==> config.mk <==
export PLATFORM = sky130hd
export DESIGN_NAME = wb_commit
export DESIGN_NICKNAME = d
export VERILOG_FILES = /design/src/rtl/mips_wb_pkg.sv /design/src/rtl/wb_hilo_reg.sv /design/src/rtl/wb_commit.sv
export SDC_FILE = /design/constraint.sdc
export NUM_CORES = 1
export LEC_CHECK = 0
export ABC_AREA = 0
export ABC_CLOCK_PERIOD_IN_PS = 2200
export CAP_MARGIN = 20
export CORE_AREA = 2 2 149 151
export DETAILED_ROUTE_END_ITERATION = 10
export DIE_AREA = 0 0 151 153
export PLACE_DENSITY = 0.58
export SYNTH_ARGS = -nofsm -noshare
export SYNTH_HDL_FRONTEND = slang
export SYNTH_SLANG_ARGS = --single-unit
==> constraint.sdc <==
create_clock -name clk -period 2.2 [get_ports clk]
set_input_delay 0.44 -clock clk [delete_from_list [all_inputs] [get_ports clk]]
set_output_delay 0.44 -clock clk [all_outputs]
set_load 0.01 [all_outputs]
==> src/rtl/mips_wb_pkg.sv <==
// Shared types and widths for the MIPS writeback/commit stage.
package mips_wb_pkg;

    typedef enum logic {
        IDLE,
        CP0_WAIT
    } wb_state_t;

    localparam int REG_W   = 32;
    localparam int HILO_W  = 64;
    localparam int RADDR_W = 5;

endpackage

==> src/rtl/wb_hilo_reg.sv <==
// Architectural {HI,LO} register with same-cycle bypass of the in-flight value.
module wb_hilo_reg
    import mips_wb_pkg::*;
(
    input  logic              clk,
    input  logic              reset,
    input  logic              we,
    input  logic              fwdSel,
    input  logic [HILO_W-1:0] d,
    output logic [HILO_W-1:0] q,
    output logic [HILO_W-1:0] fwd
);

    always_ff @(posedge clk) begin
        if (!reset) begin
            q <= '0;
        end else if (we) begin
            q <= d;
        end
    end

    assign fwd = fwdSel ? d : q;

endmodule

==> src/rtl/wb_commit.sv <==
// Writeback/commit stage: GPR result select, HI/LO ownership, CP0 req/ack writes.
// Optional retire counter enabled by defining WB_RETIRE_CNT_EN.
module wb_commit
    import mips_wb_pkg::*;
#(
    parameter int CP0_TIMEOUT = 16
) (
    input  logic               clk,
    input  logic               reset,
    input  logic               RegWriteW,
    input  logic               MemtoRegW,
    input  logic               hilowriteW,
    input  logic               cp0writeW,
    input  logic [REG_W-1:0]   aluoutW,
    input  logic [REG_W-1:0]   readdataW,
    input  logic [HILO_W-1:0]  hiloresW,
    input  logic [REG_W-1:0]   cp0resW,
    input  logic [RADDR_W-1:0] writeregW,
    input  logic [RADDR_W-1:0] writecp0W,
    output logic               rf_we,
    output logic [RADDR_W-1:0] rf_waddr,
    output logic [REG_W-1:0]   rf_wdata,
    output logic [HILO_W-1:0]  hilo_q,
    output logic [HILO_W-1:0]  hilo_fwd,
    output logic               cp0_req,
    output logic [RADDR_W-1:0] cp0_waddr,
    output logic [REG_W-1:0]   cp0_wdata,
    input  logic               cp0_ack,
    output logic               stallW,
`ifdef WB_RETIRE_CNT_EN
    output logic [31:0]        retire_cnt,
`endif
    output logic               cp0_err
);

    localparam logic [7:0] TMO = 8'(CP0_TIMEOUT);

    wb_state_t  state;
    logic [7:0] count;
    logic       isIdle;
    logic       isWait;

    assign isIdle = (state == IDLE);
    assign isWait = (state == CP0_WAIT);

    assign rf_wdata = MemtoRegW ? readdataW : aluoutW;
    assign rf_waddr = writeregW;
    assign rf_we    = RegWriteW & isIdle & (writeregW != '0);

    // MEM/WB is frozen by stallW, so address/data stay valid throughout WAIT.
    assign cp0_req   = isWait | (isIdle & cp0writeW);
    assign cp0_waddr = writecp0W;
    assign cp0_wdata = cp0resW;

    assign stallW = (isIdle & cp0writeW & ~cp0_ack)
                  | (isWait & ~cp0_ack & (count < TMO));

    wb_hilo_reg uHilo (
        .clk    (clk),
        .reset  (reset),
        .we     (hilowriteW & isIdle),
        .fwdSel (hilowriteW),
        .d      (hiloresW),
        .q      (hilo_q),
        .fwd    (hilo_fwd)
    );

    always_ff @(posedge clk) begin
        if (!reset) begin
            state   <= IDLE;
            count   <= '0;
            cp0_err <= 1'b0;
        end else begin
            unique case (state)
                IDLE: begin
                    if (cp0writeW & ~cp0_ack) begin
                        state <= CP0_WAIT;
                        count <= 8'd1;
                    end
                end
                CP0_WAIT: begin
                    if (cp0_ack) begin
                        state <= IDLE;
                    end else if (count >= TMO) begin
                        cp0_err <= 1'b1;
                        state   <= IDLE;
                    end else begin
                        count <= count + 8'd1;
                    end
                end
                default: state <= IDLE;
            endcase
        end
    end

`ifdef WB_RETIRE_CNT_EN
    logic anyWrite;
    assign anyWrite = RegWriteW | hilowriteW | cp0writeW;

    always_ff @(posedge clk) begin
        if (!reset) begin
            retire_cnt <= '0;
        end else if ((isIdle & ~stallW & anyWrite) | (isWait & cp0_ack)) begin
            retire_cnt <= retire_cnt + 32'd1;
        end
    end
`endif

endmodule

======== Word level (Yosys, flattened, before mapping) ========
Cells that the tools add are included.
W data, S select, Z words.
operators by class
  add/subtract/negate cells ............... 1
  magnitude comparators ................... 2
  equality and inequality tests ........... 3
  muxes and demuxes ....................... 10
  bitwise logic cells ..................... 12
  reduce and logical (&&, ||, !) cells .... 3
operators by type and width
  operator               number
  $mux W64               1
  $mux W32               1
  $mux W8                3
  $pmux W8 S2            1
  $add A8 B1 Y8 const B  1
  $and A1 B1 Y1          8
  $ge A8 B5 Y1 const B   1
  $lt A8 B5 Y1 const B   1
  $reduce_and A3 Y1      2
  $reduce_bool A5 Y1     1
  $ne A2 B2 Y1 const B   2
  $mux W1                3
  $ne A2 B1 Y1 const B   1
  $not A1 Y1             2
  $or A1 B1 Y1           2
  $pmux W1 S2            1
word-level totals
  register bits after elaboration ......... 74
  input port bits ......................... 177
  output and inout port bits .............. 206

======== Depth between registers and ports, before layout ========
Gate-level depths: netlist (run 1).
  depth in word-level cells ............... 4
  depth in mapped cells ................... 5

======== Cells and area by module ========
Synthesis (run 1) repeated with hierarchy kept, for this count alone.
unflattened totals
  cell total of the unflattened synthesis .. 407
  area total of the unflattened synthesis .. 4635.7 µm²
modules (own cells, without submodules)
  module       times used  cells an instance  area an instance (µm²)  seq. area each (µm²)
  wb_hilo_reg  1           277                3475.8                  1281.2
  wb_commit    1           130                1159.9                  200.2

======== Worst setup path after synthesis (run 1) ========
OpenSTA, ideal clock, no wires.
  kind .................................... input port to output port
  start point ............................. input hilowriteW
  end point ............................... output hilo_fwd[0]
  arrival time ............................ 1.476 ns
  required time ........................... 1.760 ns
  slack ................................... 0.284 ns
  stages .................................. 3
  path buffers ............................ 2
  cell sequence ........................... clkbuf_1 > clkbuf_1 > mux2_2
on the way
  word-level cells in the longest chain between the ends .. 1
ends and longest elaborated chain
  element          RTL line           RTL
  start, declared  wb_commit.sv:12    input logic hilowriteW,
  $mux W64         wb_hilo_reg.sv:22  assign fwd = fwdSel ? d : q;
  end, declared    wb_commit.sv:24    output logic [HILO_W-1:0] hilo_fwd,
Every way passes these cells.

======== Worst setup path in the final report (run 1) ========
  start point ............................. input readdataW[18]
  end point ............................... output rf_wdata[18]
on the way
  word-level cells in the longest chain between the ends .. 1
ends and longest elaborated chain
  element          RTL line         RTL
  start, declared  wb_commit.sv:15  input logic [REG_W-1:0] readdataW,
  $mux W32         wb_commit.sv:46  assign rf_wdata = MemtoRegW ? readdataW : aluoutW;
  end, declared    wb_commit.sv:22  output logic [REG_W-1:0] rf_wdata,
Every way passes these cells.

==> results by group, run 1 <==
Drt
  • ANT nets after route: 0
  • WL per Instance: 17.1 um
  • Vias: 4252
  • Initial DRC Count: 88
  • DRT Wirelength: 17.6 mm
  • DRC violations left: 0
  • Drt first pass iters: 4
  • Drt via density: ~4.1

Die
  • DIE HEIGHT: between 150 and 200 um
  • Chip width: 151 um
  • Core ar.: 21500 um^2
  • Row Count: between 50 and 60
  • Die area: 23100 um^2
  • # IOs: 383
  • Starting Density: 19.6%

Clocking
  • CTS Hold Buffers Added: 0
  • Clk_lat worst skew: between 0.3 and 0.4 ns
  • CTS tree: built
  • Clk sink count: 74
  • Clock transition at path regs: 0.06 ns
  • H-tree depth: 3
  • CTS Root Cell: clkbuf_16
  • TritonCTS buffer count: 9
  • Clk buf depth: 2

Placed design
  • PortBufs: slightly above 300
  • Place WS: -0.335 ns
  • DPL Wire Length: 13.5 mm
  • Placed cell area: 7380 um^2
  • Cell Count Post-Placement: between 1000 and 1500
  • Placer Congestion: 0.856

Logic synthesis
  • Largest family of logic cells by synthesized area: multiplexers
  • Synthesized area: 4220 um^2
  • Netlist cell types: 27
  • Top cells by area, synth: dfxtp_1 (35%), mux2_2 (26%), nand2_1 (12%)
  • Asr flop ratio synth: 0%
  • Post-synth top area cell: dfxtp_1
  • Post-synth net total: 657
  • Adder-Cell Fraction of Synth Area: 0.593%
  • Most common cell in the netlist: nand2_1
  • Simple logic cell fraction of the synthesized area: 14.7%
  • Post-synthesis xor/xnor area fraction: 0%
  • Post-synth top flop: dfxtp_1
  • Sequential share of the synthesized area: a little over a third
  • Post-synthesis compound-gate area fraction: 13.0%
  • Most frequent cells after synthesis: nand2_1 (131), mux2_2 (97), dfxtp_1 (74)
  • Post-synth top area share: 35.1%
  • Synth Register Bits: between 70 and 80
  • Synthesized area per cell: 8.83 um^2
  • Synth warn: 0
  • Mux cell area share after synthesis: 25.9%
  • Post-synthesis cell count: 478
  • Number of flops mapped to enable cells by yosys: 0

Critical path
  • Slowest Stage Delay on Critical Path: 0.53 ns
  • Most frequent CP cell: clkdlybuf4s50_1
  • WP buf/inv: 2
  • Crit path cell chain: clkdlybuf4s50_1 > mux2_2 > clkdlybuf4s50_1
  • Kind of critical path: input port to primary output
  • Critical path required time: roughly 1.8 ns
  • CP max FO: 2
  • Crit-path leading delay family: buffers and inverters
  • Worst setup SP type: input port
  • Critical path arrival: 1.77 ns
  • Critical Path Sink Type: primary output
  • CP max-delay cell: clkdlybuf4s50_1

Final layout
  • FILL cells: 2204
  • Fin util: 36.1%
  • Area Overhead vs Synth: 83.8%
  • Design Area, Final: 7760 um^2
  • Share of layout cells above drive strength 1: roughly a fifth
  • Finished Layout Cells: just over 1000
  • Nets@finish: 919

Run status
  • Failing checks: negative setup slack
  • Status: finished, violations left

Timing
  • Fin crit share: 101%
  • Max Fclk: 0.452 GHz
  • Clk_skew: 0.00622 ns
  • Setup Viol. Count Final: 1
  • Relative slew slack: roughly 71%
  • Slew @ Worst Pin: about 0.43 ns
  • Final hold viol count: 0
  • Unrepaired setup endpoints after global routing: false
  • Fin crit period: 2.21 ns
  • Max Slew Vio Count: 0
  • Final WS setup: -0.0144 ns

Power
  • LEAKAGE: 2.93 nW
  • Worst IR drop on VDD: 0.340 mV
  • Power Density: 564 nW/um^2

Global route
  • Grt ovf: 0
  • Vias in the first global route: 4216
  • First-pass GRT wire length: 25.6 mm
  • GR Util All Layers: 14.8%
  • Initial antenna violation count: 1
  • Largest net degree at the start of global routing: between 40 and 50

Job
  • Max-cap violations: 0

Min path
  • Worst min path class: flip-flop to flip-flop
sequential cells by signal, indices dropped and copies added, names as in the netlist:
name / count
uHilo.q: 64
count: 8
cp0_err: 1
isWait: 1
where the power goes:
part	internal [mW]	leakage, nW	total, mW	switching [mW]
logic	0.788	2.17	1.27	0.482
registers	1.41	0.608	1.47	0.0548
clock network	1.03	0.155	1.63	0.607
total	3.23	2.93	4.37	1.14
final timing paths:
| path | startpoint | endpoint | depth (start not counted) | slack, ns |
|---|---|---|---|---|
| worst max-delay path | readdataW[18] | rf_wdata[18] | 3 | -0.01 |
| worst min-delay path | cp0_err | cp0_err | 1 | 0.48 |
| worst max register to register | count[7] | count[3] | 6 | 0.32 |
| worst min register to register | cp0_err | cp0_err | 1 | 0.48 |
final cells by class:
cell class	instances	area, um^2	area share [%]
antenna	1	2.50	0.0323
clock buffer	10	239	3.08
clock inverter	6	88.8	1.15
inverter	4	15.0	0.194
multi-input combinational	325	2300	29.6
sequential	74	1480	19.1
tap	280	350	4.52
timing repair buffer	326	3280	42.3
metal layers:
| layer | wire length (um) | track usage, % | up-vias |
|---|---|---|---|
| met5 | 0 | 0 | - |
| met3 | 1280 | 4.30 | 44 |
| li1 | - | - | 2088 |
| met2 | 7750 | 23.4 | 167 |
| met1 | 7920 | 18.6 | 1953 |
| met4 | 620 | 6.41 | 0 |
metrics by stage:
stage	setup TNS (ns)	power, mW	hold WS [ns]
floorplan	0	2.02	0.442
global route	0	4.61	0.493
detailed placement	-8.44	2.77	0.463
CTS	0	4.46	0.481
finish	-0.0144	4.37	0.478
global placement	-8.28	2.77	0.454
logic make-up (layout without fill, tap and decap cells):
logic type               after synthesis  after routing
AO/OA/AOI/OAI                         75             75
flip-flops                            74             74
buffers and inverters                 79            346
multiplexers                          97             97
AND/OR/NAND/NOR                      151            151
adder cells (fa/ha/maj)                2              2
other                                  0              1
repair_timing:
action / CTS / global route
buffers inserted: 0 / 1
cloned: 1 / 1
endpoints found under the setup margin: 34 / 6
pin swaps: 0 / 3
resized for setup: 15 / 7
cell usage in the layout, fill, tap and decap left out, types with 2 or more instances in the layout:
| cell type | instances |
|---|---|
| a21boi_0 | 64 |
| a21oi_1 | 3 |
| and3_1 | 3 |
| buf_12 | 4 |
| buf_2 | 5 |
| buf_4 | 12 |
| bufinv_16 | 2 |
| clkbuf_16 | 10 |
| clkdlybuf4s50_1 | 296 |
| clkinvlp_4 | 2 |
| dfxtp_1 | 74 |
| dlygate4sd2_1 | 4 |
| dlymetal6s2s_1 | 3 |
| ha_1 | 2 |
| inv_1 | 4 |
| mux2_2 | 97 |
| nand2_1 | 131 |
| nor2_1 | 3 |
| nor2b_1 | 2 |
| o21a_1 | 2 |
| o21ai_0 | 3 |
| or3_1 | 2 |
Note: power is estimated with default switching activity, not from simulation.
==> run 2, diff against run 1 <==
- GPL_TIMING_DRIVEN: default -> 0
==> run 2 against run 1 <==
Against the previous run: the run now ends clean; count of clock-buffer cells in the layout is the same; largest cell class unchanged; global-route usage up 1.3 points; combinational power is 9% higher; clock skew increased by 0.0027 ns.
==> results by group, run 2 (synthesis gave the netlist of run 1 again) <==
Placed design
  • DPL Wire Length: roughly 15 mm
  • PortBufs: 343
  • Placer Congestion: 0.783
  • Cell Count Post-Placement: 1101

Drt
  • DRC violations left: 0
  • ANT nets after route: 0
  • Initial DRC Count: 124
  • Drt via density: 4.14
  • DRT Wirelength: 19.2 mm
  • WL per Instance: 17.0 um
  • Vias: 4666
  • Drt first pass iters: 4

Clocking
  • H-tree depth: 3
  • CTS Root Cell: clkbuf_16
  • TritonCTS buffer count: 9
  • Clock transition at path regs: 0.06 ns
  • Clk buf depth: 2
  • Clk_lat worst skew: 0.34 ns
  • CTS Hold Buffers Added: 0
  • CTS tree: built
  • Clk sink count: 74

Timing
  • Final hold viol count: 0
  • Clk_skew: approximately 0.0089 ns
  • Relative slew slack: 56.0%
  • Max Fclk: 0.456 GHz
  • Setup Viol. Count Final: 0
  • Fin crit share: between 90% and 100%
  • Slew @ Worst Pin: 0.660 ns
  • Hold slack: 0.477 ns
  • Total Neg Setup Slack: 0 ns
  • Fin crit period: between 2 and 2.5 ns
  • Max Slew Vio Count: 0
  • Unrepaired setup endpoints after global routing: true

Final layout
  • Regs by FF count: uHilo.q (64), count (8)
  • # diodes: 0
  • Area Overhead vs Synth: 101%
  • Most frequent cells in the layout: clkdlybuf4s50_1 (272), nand2_1 (131), mux2_2 (97)
  • Most flops, register: uHilo.q
  • Max reg flops: 64
  • Fin util: 39.4%
  • Commonest non-fill, non-tap cell in the layout: clkdlybuf4s50_1
  • Share of layout cells above drive strength 1: 21.9%
  • Nets@finish: 1020
  • Finished Layout Cells: between 1000 and 1500

Die
  • Core ar.: 21500 um^2
  • Die area: approximately 23000 um^2
  • Starting Density: 19.6%
  • DIE HEIGHT: around 150 um
  • # IOs: 383
  • Row Count: 54
  • Chip width: 151 um

Critical path
  • Crit-path leading delay family: buffers and inverters
  • CP max-delay cell: clkdlybuf4s50_1
  • Crit path cell chain: clkbuf_2 > buf_4 > mux2_2 > clkdlybuf4s50_1
  • WP buf/inv: 3
  • Worst setup SP type: input port
  • Critical path arrival: 1.75 ns
  • Critical path required time: 1.76 ns
  • CP max FO: 10
  • Kind of critical path: input port to primary output
  • Slowest Stage Delay on Critical Path: around 0.5 ns
  • Critical Path Sink Type: primary output

Min path
  • Worst min path class: flip-flop to flip-flop

Global route
  • Largest net degree at the start of global routing: 14
  • Vias in the first global route: 4608
  • GR Util All Layers: 16.1%
  • First-pass GRT wire length: 27.8 mm
  • Initial antenna violation count: 0
  • Grt ovf: 0

Power
  • Power Density: 512 nW/um^2
  • LEAKAGE: around 3.5 nW
  • Worst IR drop on VDD: 0.341 mV

Job
  • Max-cap violations: 0

Run status
  • Status: completed
==> run 2: path summary, 6_finish.rpt <==
check | depth (start not counted) | slack [ns] | startpoint | endpoint
max | 4 | 0.008 | MemtoRegW | rf_wdata[7]
min | 2 | 0.48 | uHilo.q[33] | uHilo.q[33]
max reg2reg | 5 | 0.25 | isWait | uHilo.q[46]
min reg2reg | 2 | 0.48 | uHilo.q[33] | uHilo.q[33]
==> run 2: timing repair <==
item | in CTS | in global routing
pin swaps | 5 | 0
resized for setup | 118 | 10
endpoints found under the setup margin | 99 | 19
buffers inserted | 9 | 0
==> run 2: tightest hold or removal path, delay by kind of cell (launching register included) <==
kind | cells | cell delay (ns)
DFF | 1 | 0.32
and+or+nand+nor | 1 | 0.05
AOI/OAI and AO/OA | 1 | 0.06
==> run 2: routing by layer <==
| layer | track usage (%) | share of wire [%] | wire (um) |
|---|---|---|---|
| met2 | 26.9 | 47 | 8950 |
| met3 | 5.19 | 8.2 | 1570 |
| met1 | 20.2 | 44 | 8370 |
| met4 | 3.52 | 1.4 | 276 |
| met5 | 0 | 0 | 0 |
==> run 2: power by group <==
group          internal [mW]  switching, mW
clock                  0.881          0.610
sequential              1.41         0.0566
combinational          0.841          0.534
==> run 2: metrics by stage <==
stage / setup WS [ns] / cell area, um^2 / total power, mW
floorplan: 0.284 / 4220 / 2.02
global placement: -1.40 / 8000 / 2.91
detailed placement: -1.36 / 8000 / 2.91
CTS: 0.0116 / 8450 / 4.41
global route: -0.00612 / 8470 / 4.55
finish: 0.00817 / 8470 / 4.34
==> run 2: cell type report <==
type,instances,area [um^2]
timing repair buffer,352,3420
tap,280,350
sequential,74,1480
clock inverter,6,67.6
fill,2234,13000
inverter,4,15.0
clock buffer,10,229
multi-input combinational,325,2290
buffer,75,607
==> run 3, diff against run 2 <==
- CORE_AREA: 2 2 149 151 -> 10 10 141 143
- PLACE_DENSITY: 0.58 -> 0.7
==> run 3 against run 2 <==
Against the previous run: hold slack lost 0.0085 ns; critical endpoint is now hilo_fwd[31]; highest routed layer unchanged; clock power hardly changed; maximum frequency increased by 1.5%; critical path type unchanged; via count about the same; die area unchanged.
==> results by group, run 3 (synthesis gave the netlist of run 1 again) <==
Die
  • # IOs: 383
  • Chip width: 151 um
  • Row Count: 48
  • Core ar.: 17100 um^2
  • Die area: roughly 23000 um^2
  • DIE HEIGHT: 153 um
  • Starting Density: approximately a quarter

Drt
  • Drt first pass iters: 5
  • Drt via density: 4.37
  • ANT nets after route: 0
  • Initial DRC Count: 111
  • DRC violations left: 0
  • DRT Wirelength: 20.7 mm
  • Vias: 4663
  • WL per Instance: 19.3 um

Clocking
  • Clock transition at path regs: 0.06 ns
  • Clk buf depth: 2
  • CTS tree: built
  • TritonCTS buffer count: 9
  • Clk sink count: 74
  • CTS Root Cell: clkbuf_16
  • H-tree depth: 3
  • Clk_lat worst skew: 0.34 ns

Final layout
  • Regs by FF count: uHilo.q (64), count (8)
  • Finished Layout Cells: 1068
  • Area Overhead vs Synth: 99.2%
  • FILL cells: 1640
  • Share of layout cells above drive strength 1: 21.0%
  • Nets@finish: 1017
  • Max reg flops: 64
  • Most flops, register: uHilo.q
  • Commonest non-fill, non-tap cell in the layout: clkdlybuf4s50_1
  • # diodes: 0
  • Most frequent cells in the layout: clkdlybuf4s50_1 (275), nand2_1 (131), mux2_2 (97)

Global route
  • Initial antenna violation count: 0
  • Vias in the first global route: 4746
  • Grt ovf: 0
  • First-pass GRT wire length: a little under 30 mm
  • GR Util All Layers: around 17%
  • Largest net degree at the start of global routing: 13

Timing
  • Fin crit period: 2.16 ns
  • Max Fclk: 0.463 GHz
  • Total Neg Setup Slack: 0 ns
  • Slew @ Worst Pin: 0.657 ns
  • Setup Viol. Count Final: 0
  • Fin crit share: 98.1%
  • Final WS setup: 0.0409 ns
  • Unrepaired setup endpoints after global routing: false
  • Clk_skew: 0.00944 ns
  • Relative slew slack: 56.2%
  • Max Slew Vio Count: 0
  • Final hold viol count: 0
  • Hold slack: between 0.4 and 0.5 ns

Critical path
  • Slowest Stage Delay on Critical Path: 0.34 ns
  • CP max FO: 10
  • Kind of critical path: input port to primary output
  • Worst setup SP type: input port
  • Critical path required time: 1.76 ns
  • Most frequent CP cell: clkbuf_16
  • Crit path cell chain: clkdlybuf4s15_2 > clkbuf_16 > buf_12 > clkbuf_16 > mux2_2 > dlygate4sd2_1
  • Critical path arrival: roughly 1.7 ns
  • Reg2reg path depth: 5
  • Critical Path Sink Type: primary output
  • CP max-delay cell: mux2_2

Min path
  • Worst min path class: flip-flop to flip-flop
  • Hold path cells: 1

Power
  • LEAKAGE: 3.41 nW
  • Power Density: 520 nW/um^2
  • Worst IR drop on VDD: 0.331 mV

Placed design
  • DPL Wire Length: 17.2 mm
  • PortBufs: 343
  • Cell Count Post-Placement: 1046
  • Placer Congestion: 0.886
  • Place WS: -1.37 ns

Job
  • Max-cap violations: 0

Run status
  • Status: completed
## run 3: cell types whose count changed in the layout (fill, tap and decap cells not counted), sizes merged
cell / previous run / this run
clkdlybuf4s15: 5 / 20
clkbuf: 35 / 37
clkdlybuf4s50: 272 / 275
clkinv: 3 / 1
buf: 61 / 58
dlygate4sd2: 61 / 45
dlymetal6s2s: 3 / 1
## run 3: final cells by class
type | count | area (um^2) | share of cell area (%)
repair buffers | 349 | 3440 | 40.9
multi-input cells | 325 | 2290 | 27.2
flip-flops and latches | 74 | 1480 | 17.6
plain buffers | 75 | 593 | 7.06
well taps | 225 | 282 | 3.35
clock buffers | 12 | 256 | 3.05
clock inverters | 4 | 50.0 | 0.596
inverters | 4 | 15.0 | 0.179
## run 3: repair_timing
item / 4_1_cts / 5_1_grt
pin swaps: 0 / 0
buffers inserted: 6 / 0
setup endpoints to repair: 96 / 20
resized for setup: 112 / 20
hold buffers: 0 / 0
## run 3: critical path: cells and delay by family
kind                   cells  cell delay, ns
buffers and inverters      5            0.94
multiplexers               1            0.34
## run 3: power breakdown
group / internal, mW / switching [mW] / total (mW) / leakage, nW
Combinational: 0.845 / 0.539 / 1.38 / 2.66
Sequential: 1.41 / 0.0551 / 1.47 / 0.608
Clock: 0.938 / 0.579 / 1.52 / 0.145
Total: 3.20 / 1.17 / 4.37 / 3.41
## run 3: per-layer routing
metal	GRT usage (%)	share of wire (%)
met1	17.9	39
met2	29.8	50
met3	6.41	10
met4	5.09	1.7
met5	0	0
## run 3: worst paths after layout
check	start	endpoint	slack, ns
worst max-delay path	hilowriteW	hilo_fwd[31]	0.04
worst min-delay path	cp0_err	cp0_err	0.47
worst max register to register	isWait	uHilo.q[16]	0.30
worst min register to register	cp0_err	cp0_err	0.47
## run 3: per-stage QoR
| step | util (%) | power, mW | area [um^2] |
|---|---|---|---|
| 5_1_grt | 49.3 | 4.58 | 8400 |
| 6_report | 49.3 | 4.37 | 8400 |
| 3_5_place_dp | 46.5 | 2.92 | 7930 |
| 3_3_place_gp | 46.5 | 2.91 | 7930 |
| 4_1_cts | 49.1 | 4.43 | 8380 |
| 2_1_floorplan | - | 2.02 | 4220 |
